===== src/rtl/wb_writeback_unit.sv =====
// rtl/wb_writeback_unit.sv - writeback stage: scalar/vector RF write ports, 3-beat vector FSM, forwarding view
module wb_writeback_unit #(
    parameter int VEC_W  = 192,
    parameter int SCA_W  = 21,
    parameter int BEAT_W = 64,
    parameter int ADDR_W = 3
) (
    input  logic              clk,
    input  logic              rst,
    input  logic [1:0]        wb_in,
    input  logic [VEC_W-1:0]  muxMem_in,
    input  logic [SCA_W-1:0]  resALUe_in,
    input  logic [VEC_W-1:0]  memData_in,
    input  logic [ADDR_W-1:0] dest_in,
    input  logic              destType_in,
    output logic              busy,
    output logic              sreg_we,
    output logic [ADDR_W-1:0] sreg_addr,
    output logic [SCA_W-1:0]  sreg_data,
    output logic              vreg_we,
    output logic [ADDR_W-1:0] vreg_addr,
    output logic [1:0]        vreg_beat,
    output logic [BEAT_W-1:0] vreg_data,
    output logic              fwd_valid,
    output logic              fwd_type,
    output logic [ADDR_W-1:0] fwd_dest,
    output logic [VEC_W-1:0]  fwd_data
);

    typedef enum logic [1:0] {
        S_IDLE = 2'd0,
        S_VB1  = 2'd1,
        S_VB2  = 2'd2
    } state_t;

    state_t              state_q;
    logic [VEC_W-1:0]    hold_q;
    logic [ADDR_W-1:0]   hold_dest_q;

    logic                reg_write;
    logic                mem_to_reg;
    logic [VEC_W-1:0]    vec_res_d;
    logic [SCA_W-1:0]    sca_res_d;
    logic [VEC_W-1:0]    sca_ext_d;

    assign reg_write  = wb_in[0];
    assign mem_to_reg = wb_in[1];

    // The upstream MEM/WB register is held for as long as a vector write is still in its later beats
    assign busy = (state_q != S_IDLE);

    // Result selection between the ALU/mux path and the memory load path
    always_comb begin
        vec_res_d = mem_to_reg ? memData_in : muxMem_in;
        sca_res_d = mem_to_reg ? memData_in[SCA_W-1:0] : resALUe_in;
        sca_ext_d = {{(VEC_W-SCA_W){1'b0}}, sca_res_d};
    end

    // Writeback FSM with registered RF and forwarding outputs; updates on negedge like the pipe registers
    always_ff @(negedge clk) begin
        if (rst) begin
            state_q     <= S_IDLE;
            hold_q      <= '0;
            hold_dest_q <= '0;
            sreg_we     <= 1'b0;
            sreg_addr   <= '0;
            sreg_data   <= '0;
            vreg_we     <= 1'b0;
            vreg_addr   <= '0;
            vreg_beat   <= 2'd0;
            vreg_data   <= '0;
            fwd_valid   <= 1'b0;
            fwd_type    <= 1'b0;
            fwd_dest    <= '0;
            fwd_data    <= '0;
        end else begin
            // Strobes default low; address/data/type keep their last value
            sreg_we   <= 1'b0;
            vreg_we   <= 1'b0;
            fwd_valid <= 1'b0;
            case (state_q)
                S_IDLE: begin
                    if (reg_write) begin
                        fwd_valid <= 1'b1;
                        fwd_dest  <= dest_in;
                        if (!destType_in) begin
                            sreg_we   <= 1'b1;
                            sreg_addr <= dest_in;
                            sreg_data <= sca_res_d;
                            fwd_type  <= 1'b0;
                            fwd_data  <= sca_ext_d;
                        end else begin
                            hold_q      <= vec_res_d;
                            hold_dest_q <= dest_in;
                            vreg_we     <= 1'b1;
                            vreg_addr   <= dest_in;
                            vreg_beat   <= 2'd0;
                            vreg_data   <= vec_res_d[BEAT_W-1:0];
                            fwd_type    <= 1'b1;
                            fwd_data    <= vec_res_d;
                            state_q     <= S_VB1;
                        end
                    end
                end
                S_VB1: begin
                    // Forwarding keeps presenting the full held result across every beat
                    vreg_we   <= 1'b1;
                    vreg_addr <= hold_dest_q;
                    vreg_beat <= 2'd1;
                    vreg_data <= hold_q[2*BEAT_W-1:BEAT_W];
                    fwd_valid <= 1'b1;
                    state_q   <= S_VB2;
                end
                S_VB2: begin
                    vreg_we   <= 1'b1;
                    vreg_addr <= hold_dest_q;
                    vreg_beat <= 2'd2;
                    vreg_data <= hold_q[3*BEAT_W-1:2*BEAT_W];
                    fwd_valid <= 1'b1;
                    state_q   <= S_IDLE;
                end
                default: begin
                    state_q <= S_IDLE;
                end
            endcase
        end
    end

endmodule


===== config.mk =====
export PLATFORM = sky130hd
export DESIGN_NAME = wb_writeback_unit
export DESIGN_NICKNAME = d
export VERILOG_FILES = /design/src/rtl/wb_writeback_unit.sv
export SDC_FILE = /design/constraint.sdc
export NUM_CORES = 1
export LEC_CHECK = 0
export BUFFER_PORTS_ARGS = -buffer_cell sky130_fd_sc_hd__buf_2
export CAP_MARGIN = 20
export CORE_AREA = 2 2 272 274
export DETAILED_ROUTE_END_ITERATION = 12
export DIE_AREA = 0 0 274 276
export SYNTH_ARGS = -nofsm -noshare
export SYNTH_HDL_FRONTEND = slang
export SYNTH_SLANG_ARGS = --single-unit

===== constraint.sdc =====
create_clock -name clk -period 1.67 [get_ports clk]
set_input_delay 0.0835 -clock clk [delete_from_list [all_inputs] [get_ports clk]]
set_output_delay 0.0835 -clock clk [all_outputs]
set_load 0.05 [all_outputs]

==> qor.csv, run 1 <==
metric,value,unit
critical_path_required,1.59,ns
gp_congestion,0.8899,
clkPwrFrac,36.8,%
placed_cell_area,0.02547,mm^2
crit_family,buffers and inverters,
ys_seq_area_share,44.68,%
clock_skew,0.03325,ns
io-pin-count,706,
yosysWarningCount,0,
clk_path_buf_depth,3,
ff2ff_path_depth,12,
ant_nets,0,
cts_tree,built,
multi_input_comb_area,0.01048,mm^2
crit_path_start_kind,flop,
io_buffers,705,
cap_violations,0,
p_int,26.53,mW
worstHoldPathType,flop to flop,
arrival,2.34,ns
drt_iter0_drc,1129,
initial_core_util,26.24,%
power_frac_comb,34.1,%
cp-end-kind,output port,
die-area,0.07562,mm^2
grt_pass1_wl,120800,um
pwr_density_cell,1225,mW/mm^2
grt_antenna_before_repair,5,
cp_slowest_cell,dfxtp_4,
fin_setup_tns,-185.55,ns
ff2ff_setup_slack,-0.41,ns
worstPathMaxFanout,2,
critical_path_class,flop to output port,
design_area,0.03493,mm^2
cts_sinks,425,
netlist_instances,1968,
worstReg2RegStart,state_q[0]$_SDFFE_NP0P_,
path_cells,"inv_4, ha_4, clkinvlp_4, buf_8",
hold_depth,2,
ys_ff_latch,425,
die_w,274,um
swShare,37.99,%
netSwitchingPower,16.25,mW
overflow,0,
crit_buf_inv,3,
core,0.07259,mm^2
cts_max_level,2,
synth_cell_types,33,
p_leak,16.72,nW
die_h,276,um
rsz0062_at_grt,yes,
hpwl,53070,um
vias,20680,
seqPwrFrac,29.1,%
regToRegEndpoint,vreg_data[1]$_SDFFE_NP0P_,
wire_per_inst,20.14,um
track_usage,20.63,%
finalSetupViolations,671,
grt_pass1_vias,21700,
syn_area_per_cell,9.676,um^2
worstHoldStart,hold_dest_q[1]$_SDFFE_NP0P_,
worst_pin_slew,0.4228,ns
cpPeakStageDelay,0.34,ns
drive_gt1_share,52.96,%
grt_max_degree,65,
fin_nets,3796,
final_util,48.13,%
seq_area,0.008939,mm^2
hold_viol_final,0,
wirelength,88100,um
synthesis.area,0.01904,mm^2
clock-root-buffer,clkbuf_16,
status,finished with violations,
holdPathEnd,hold_dest_q[1]$_SDFFE_NP0P_,
slew_headroom,71.01,%
syn2layout_area_growth,83.44,%
routed_via_density,4.729,
setup_ws,-0.7508,ns
synthesis.nets,2389,
vdd_drop_max,1.048,mV
cts_buffers,49,
fill_cells,6562,
power,42.78,mW
worst_hold_slack,0.4476,ns
num_rows,99,
drc_errors,0,
clkTransAtPathRegs,0.05,ns
slew_violations,0,
insertion_delay,0.64,ns
violations,setup timing,
drtPass1Iterations,5,
==> power groups by stage <==
| stage | clock network, mW | logic, mW | registers [mW] |
|---|---|---|---|
| finish | 15.8 | 14.6 | 12.5 |
| floorplan | 1.54 | 4.38 | 14.5 |
| CTS | 16.1 | 13.1 | 12.4 |
| global placement | 1.54 | 10.3 | 12.0 |
| detailed placement | 1.54 | 10.4 | 12.1 |
| global route | 17.4 | 15.3 | 12.5 |
==> cells in the final DEF (no fill, tap or decap), types with 5 or more instances in the layout <==
cell type,n
inv_1,438
buf_2,410
nor2_1,336
buf_4,300
buf_8,292
dfxtp_2,269
mux2i_1,207
dfxtp_1,131
a211oi_1,109
o21ba_2,94
and2_1,84
a22oi_1,77
mux2_2,76
a22o_1,64
clkbuf_16,63
buf_12,60
nand2_1,36
nor3_1,34
a21oi_1,33
o2bb2ai_2,33
buf_6,25
dfxtp_4,25
nand2b_1,21
o211ai_1,21
nor2_2,21
mux2_4,20
a22oi_2,19
buf_16,14
and2_4,12
o2bb2ai_4,10
clkinvlp_2,10
bufinv_16,9
a211oi_2,8
inv_4,5
o21ai_0,5
==> how the worst max path moves through the flow <==
stage,startpoint,to,slack [ns],depth (start not counted)
global placement,destType_in,vreg_data[36]$_SDFFE_NP0P_,-0.58,5
CTS,state_q[0]$_SDFFE_NP0P_,busy,-0.76,4
global route,state_q[0]$_SDFFE_NP0P_,busy,-0.78,4
detailed placement,destType_in,vreg_data[46]$_SDFFE_NP0P_,-0.59,5
floorplan,wb_in[1],fwd_data[73]$_SDFFE_NP0P_,-0.28,6
finish,state_q[0]$_SDFFE_NP0P_,busy,-0.75,4
==> registers in the layout (all words and copies together) (netlist names), 3 cells and up <==
name,flops
fwd_data,192
fwd_dest,3
hold_dest_q,3
hold_q,128
sreg_addr,3
sreg_data,21
vreg_addr,3
vreg_data,64
==> timing repair <==
action                     4_1_cts  5_1_grt
buffers inserted                52       72
cloned                          16       21
hold buffers                     0        0
pin swaps                       13       47
resized for setup             1231      162
setup endpoints to repair      446      691
==> tightest hold or removal path, delay by kind of cell (launching register included) <==
family             cells  cell delay (ns)
AOI/OAI and AO/OA      1             0.05
DFF                    1             0.30
and+or+nand+nor        1             0.05
==> per-stage QoR <==
step / setup WS [ns] / std cells
after CTS: -0.7579 / 4285
after detailed placement: -0.5889 / 3703
after floorplan: -0.2841 / 1968
final: -0.7508 / 4374
after global routing: -0.7814 / 4374
after global placement: -0.5769 / 3703
==> metal layers <==
layer | GRT usage (%) | up-vias | wire (um)
met5 | 0 | - | 28
met4 | 10.34 | 4 | 2665
met3 | 7.304 | 148 | 6594
met2 | 35.04 | 859 | 43850
met1 | 22.61 | 9832 | 34960
li1 | - | 9840 | -
==> cells in the mapped netlist, drive strengths merged <==
cell	instances	area share, %
a21oi	36	1.0
mux2i	208	11
and3b	1	0.046
nand2	38	0.75
nor3	36	0.95
a21boi	1	0.039
o21ba	95	5.0
o21ai	5	0.13
inv	5	0.099
a22oi	96	3.8
nor2	358	7.1
dfxtp	425	45
nand2b	21	0.69
ha	8	0.53
o211ai	21	0.83
buf	119	3.4
nand3	4	0.13
and2	96	3.2
clkbuf	67	1.3
mux2	96	5.7
a22o	64	2.9
a21bo	1	0.053
or3	4	0.13
o2bb2ai	43	2.0
a211oi	117	4.6
a2bb2oi	1	0.046
and3	2	0.066
==> cell type report <==
type | instances | area share, %
inverter | 4 | 0.06805
sequential | 425 | 25.59
antenna | 1 | 0.007163
tap | 959 | 3.435
clock buffer | 51 | 3.653
multi-input combinational | 1353 | 30.01
timing repair buffer | 1117 | 31.45
clock inverter | 464 | 5.792
==> kinds of logic (layout without fill, tap and decap cells) <==
| family | Yosys count | after routing | synth area share, % |
|---|---|---|---|
| AND/OR/NAND/NOR | 560 | 561 | 12.97 |
| AO/OA/AOI/OAI | 480 | 480 | 20.41 |
| flip-flops | 425 | 425 | 44.68 |
| multiplexers | 304 | 304 | 16.61 |
| buffers and inverters | 191 | 1636 | 4.803 |
| adder cells (fa/ha/maj) | 8 | 8 | 0.5256 |
| other | 0 | 1 | 0 |
(Power assumes the default switching activity.)
==> inputs of run 2 (changes only) <==
- CORE_AREA: 2 2 272 274 -> 10 10 265 267
- DIE_AREA: 0 0 274 276 -> 0 0 275 277
==> run 2 against run 1 <==
Net effect:
- the flow still finishes with violations (setup timing)
- combinational power decreased by 7%
- first-iteration DRC count fell by 5.3%
- hold slack better by 0.00073 ns
- critical endpoint unchanged
- largest power group unchanged
- register-to-register slack gained 0.13 ns
- sequential share of layout area grew 0.46 points
- worst setup slack got worse by 0.012 ns
- clock skew up 0.0082 ns
- critical path depth did not move
- via count fell by 0.68%
==> qor.csv, run 2 (synthesis gave the netlist of run 1 again) <==
metric,value,unit
status,finished with violations,
violations,setup timing,
worstSetupStartpoint,state_q[0]$_SDFFE_NP0P_,
arrival,2.35,ns
slew_violations,0,
wirelength,88370,um
gp_congestion,0.9039,
final_util,52.87,%
cts_buffers,50,
clock_skew,0.04145,ns
worst_pin_slew,0.5167,ns
clock-root-buffer,clkbuf_16,
path_cells,"inv_4, ha_4, clkinvlp_4, buf_8",
pwr_density_cell,1246,mW/mm^2
insertion_delay,0.65,ns
vias,20540,
hold_depth,2,
drive_gt1_share,51.97,%
hpwl,59240,um
crit_path_start_kind,flop,
cap_violations,0,
die-area,0.07618,mm^2
clkTransAtPathRegs,0.03,ns
wire_per_inst,20.84,um
cts_max_level,2,
syn2layout_area_growth,80.91,%
die_h,277,um
grt_antenna_before_repair,2,
fin_setup_tns,-135.95,ns
core,0.06516,mm^2
worstReg2RegStart,state_q[0]$_SDFFE_NP0P_,
overflow,0,
ff2ff_setup_slack,-0.28,ns
finalSetupViolations,621,
regToRegEndpoint,vreg_data[61]$_SDFFE_NP0P_,
grt_pass1_vias,21880,
clkPwrFrac,39.2,%
die_w,275,um
hold_viol_final,0,
critical_path_required,1.59,ns
netSwitchingPower,16.06,mW
drt_iter0_drc,1069,
seqPwrFrac,29.2,%
critical_path_class,flop to output port,
hold_buffers,0,
track_usage,20.70,%
crit_buf_inv,3,
drc_errors,0,
place_ws,-0.5434,ns
worstHoldPathType,flop to flop,
initial_core_util,29.23,%
cpPeakStageDelay,0.34,ns
slew_headroom,64.57,%
power_frac_comb,31.7,%
rsz0062_at_grt,yes,
clk_path_buf_depth,3,
cts_sinks,425,
cp_slowest_cell,dfxtp_4,
reg_top3,"fwd_data (192), hold_q (128), vreg_data (64)",
final_common_cell,inv_1,
largest_reg_flops,192,
crit_cells,4,
io_buffers,705,
cts_tree,built,
setup_ws,-0.7625,ns
cp-endpoint,busy,
cp-end-kind,output port,
layout_common_cells,"inv_1, buf_2, nor2_1, buf_8, buf_4",
grt_pass1_wl,124000,um
drtPass1Iterations,5,
p_int,26.88,mW
regMostFlops,fwd_data,
swShare,37.40,%
p_leak,16.48,nW
io-pin-count,706,
ant_nets,0,
grt_max_degree,57,
vdd_drop_max,0.6769,mV
crit_family,buffers and inverters,
worstPathMaxFanout,2,
ff2ff_path_depth,9,
routed_via_density,4.845,
num_rows,94,
worst_hold_slack,0.4484,ns
fin_nets,3760,
## run 2: cell types whose count changed in the layout (fill, tap and decap cells not counted), sizes merged
cell / before / now
bufbuf: 4 / 0
clkbuf: 63 / 70
inv: 445 / 442
nand2: 39 / 38
clkinvlp: 11 / 6
clkinv: 3 / 4
bufinv: 9 / 15
buf: 1101 / 1061
## run 2: power groups by stage
stage	Sequential, mW	Combinational, mW	Clock (mW)
2_1_floorplan	14.5	4.38	1.54
3_3_place_gp	12.1	10.6	1.54
3_5_place_dp	12.1	10.6	1.54
4_1_cts	12.4	12.4	17.2
5_1_grt	12.6	14.3	18.6
6_report	12.5	13.6	16.8
## run 2: routing by layer
layer  GRT usage (%)  vias to the layer above  wire length, um  share of wire, %
li1                -                     9766                -                 -
met5               0                        -                0                 0
met2           35.44                      752            45220                51
met3           7.459                      117             6440               7.3
met4           9.613                        0             2271               2.6
met1           22.37                     9907            34450                39
## run 2: worst reg2reg max path: stages (launching register included)
cell and delay, ns:
dfxtp_4 0.34, inv_4 0.04, ha_4 0.16, buf_4 0.13
buf_8 0.11, a21boi_4 0.13, or3_4 0.49, buf_12 0.19
clkbuf_16 0.17, o2bb2ai_2 0.11
## run 2: final cells by class
type | instances | area (um^2)
Sequential cell | 425 | 8974
Timing Repair Buffer | 1081 | 10520
Fill cell | 5666 | 30710
Inverter | 4 | 23.77
Clock buffer | 50 | 1251
Tap cell | 864 | 1081
Multi-Input combinational cell | 1352 | 10390
Antenna cell | 1 | 2.502
Clock inverter | 463 | 2208
## run 2: timing repair
item / CTS / global route
gates cloned: 3 / 22
pin swaps: 0 / 29
gates resized for setup: 1178 / 154
setup endpoints to repair: 393 / 552
buffers inserted: 34 / 41
## run 2: metrics by stage
stage	instance area [um^2]	std cells	power, mW
after floorplan	19760	1968	20.43
after global placement	25770	3630	24.20
after detailed placement	25770	3630	24.26
after CTS	32880	4179	42.03
after global routing	34450	4240	45.46
final	34450	4240	42.94
## run 2: worst min-delay path by stage
stage                                 from                     endpoint  slack, ns
3_5_place_dp    vreg_data[45]$_SDFFE_NP0P_   vreg_data[45]$_SDFFE_NP0P_       0.44
5_1_grt        hold_dest_q[1]$_SDFFE_NP0P_  hold_dest_q[1]$_SDFFE_NP0P_       0.47
4_1_cts        hold_dest_q[1]$_SDFFE_NP0P_  hold_dest_q[1]$_SDFFE_NP0P_       0.45
6_report       hold_dest_q[0]$_SDFFE_NP0P_  hold_dest_q[0]$_SDFFE_NP0P_       0.45
3_3_place_gp   hold_dest_q[0]$_SDFFE_NP0P_  hold_dest_q[0]$_SDFFE_NP0P_       0.44
2_1_floorplan  hold_dest_q[0]$_SDFFE_NP0P_  hold_dest_q[0]$_SDFFE_NP0P_       0.44
==> inputs of run 3 (changes only) <==
- CORE_AREA: 10 10 265 267 -> 2 2 272 274
- DIE_AREA: 0 0 275 277 -> 0 0 274 276
- REMOVE_ABC_BUFFERS: unset -> 1
==> run 3 against run 2 <==
Net effect:
- the flow still finishes with violations (setup timing)
- worst setup slack better by 0.18 ns
- sequential power about the same
- critical path depth did not move
- sequential share of layout area up 0.34 points
- highest routed layer unchanged
==> qor.csv, run 3 (synthesis gave the netlist of run 1 again) <==
metric,value,unit
cp-endpoint,busy,
drt_iter0_drc,923,
drtPass1Iterations,5,
clock_skew,0.02489,ns
path_cells,"inv_2, ha_4, inv_4, buf_12",
die_w,274,um
seq_area,0.008921,mm^2
worstSetupStartpoint,state_q[0]$_SDFFE_NP0P_,
layout_common_cells,"inv_1, buf_2, nor2_1, buf_8, buf_4",
regMostFlops,fwd_data,
worstPathMaxFanout,2,
largest_reg_flops,192,
syn2layout_area_growth,77.56,%
grt_pass1_vias,21640,
overflow,0,
wirelength,78630,um
dp_cells,3737,
p_int,26.47,mW
final_util,46.58,%
pwr_density_cell,1242,mW/mm^2
clkTransAtPathRegs,0.03,ns
clk_path_buf_depth,3,
grt_pass1_wl,116100,um
status,finished with violations,
worstHoldPathType,flop to flop,
swShare,36.97,%
ff2ff_path_depth,11,
seqPwrFrac,29.6,%
vdd_drop_max,0.8997,mV
design_area,0.03381,mm^2
fill_cells,6674,
ff2ff_setup_slack,-0.27,ns
worst_hold_slack,0.4493,ns
cpPeakStageDelay,0.32,ns
ant_nets,0,
p_leak,16.25,nW
grt_antenna_before_repair,0,
multi_input_comb_area,0.01006,mm^2
arrival,2.17,ns
io_buffers,705,
netSwitchingPower,15.53,mW
slew_violations,0,
cts_max_level,2,
violations,setup timing,
gp_congestion,0.8721,
slew_headroom,74.48,%
antennaDiodeCount,0,
rsz0062_at_grt,yes,
reg_top3,"fwd_data (192), hold_q (128), vreg_data (64)",
drc_errors,0,
wire_per_inst,18.16,um
hpwl,51210,um
critical_path_class,flop to output port,
worstHoldStart,hold_dest_q[2]$_SDFFE_NP0P_,
power_frac_comb,31.9,%
track_usage,19.48,%
worst_pin_slew,0.3721,ns
initial_core_util,26.24,%
crit_path_start_kind,flop,
cap_violations,0,
placed_cell_area,0.02565,mm^2
num_rows,99,
fin_nets,3755,
fin_cells,4330,
cp_slowest_cell,dfxtp_2,
insertion_delay,0.63,ns
final_common_cell,inv_1,
grt_max_degree,67,
vias,20270,
die-area,0.07562,mm^2
core,0.07259,mm^2
fin_setup_tns,-132.92,ns
clkPwrFrac,38.5,%
clock-root-buffer,clkbuf_16,
hold_buffers,0,
worstReg2RegStart,state_q[0]$_SDFFE_NP0P_,
cp-end-kind,output port,
hold_viol_final,0,
critical_path_required,1.59,ns
setup_ws,-0.5871,ns
cts_tree,built,
cts_sinks,425,
routed_via_density,4.682,
drive_gt1_share,50.73,%
regToRegEndpoint,vreg_data[7]$_SDFFE_NP0P_,
die_h,276,um
cts_buffers,51,
io-pin-count,706,
finalSetupViolations,634,
## run 3: changes by cell type in the layout (fill, tap and decap cells not counted), sizes merged
cell / previous run / this run
inv: 442 / 449
diode: 1 / 0
buf: 1061 / 1067
bufinv: 15 / 11
clkinv: 4 / 0
bufbuf: 0 / 2
clkbuf: 70 / 59
## run 3: cell type report
cell class / count / share of cell area [%]
repair buffers: 1075 / 30.26
multi-input cells: 1352 / 29.74
flip-flops and latches: 425 / 26.38
clock inverters: 462 / 6.087
clock buffers: 53 / 3.922
well taps: 959 / 3.549
inverters: 4 / 0.05180
## run 3: worst min-delay path by stage
stage                                  end  cells past startpoint  slack (ns)
3_3_place_gp     fwd_data[11]$_SDFFE_NP0P_                      2        0.44
2_1_floorplan  hold_dest_q[0]$_SDFFE_NP0P_                      2        0.43
6_report       hold_dest_q[2]$_SDFFE_NP0P_                      2        0.45
4_1_cts        hold_dest_q[2]$_SDFFE_NP0P_                      2        0.45
3_5_place_dp    vreg_data[57]$_SDFFE_NP0P_                      1        0.44
5_1_grt           fwd_dest[2]$_SDFFE_NP0P_                      2        0.48
## run 3: power by group through the flow
stage / combinational (mW) / sequential, mW / clock (mW)
3_3_place_gp: 10.6 / 12.0 / 1.54
5_1_grt: 14.1 / 12.5 / 17.9
4_1_cts: 12.8 / 12.4 / 16.6
6_report: 13.4 / 12.4 / 16.2
3_5_place_dp: 10.6 / 12.0 / 1.54
2_1_floorplan: 3.70 / 14.5 / 1.54
## run 3: through the flow
step	setup WS, ns	total power, mW
CTS	-0.6404	41.79
finish	-0.5871	41.99
detailed placement	-0.7381	24.20
floorplan	-3.660	19.74
global placement	-0.7248	24.14
global route	-0.6386	44.51
## run 3: critical path: cells and delay by family (launching register included)
kind / cells / cell delay [ns]
adder cells (fa/ha/maj): 1 / 0.16
buffers and inverters: 3 / 0.24
flip-flops: 1 / 0.32
## run 3: metal layers
layer	share of wire, %	GRT usage [%]
met5	0	0
met2	51	34.34
met1	40	21.02
met4	3.3	9.281
met3	6.2	6.062
## run 3: what timing repair did
item | CTS | global route
setup endpoints to repair | 510 | 667
resized for setup | 1188 | 108
endpoints found under the hold margin | 0 | 0
gates cloned | 12 | 7
setup buffers | 34 | 32
pin swaps | 8 | 33
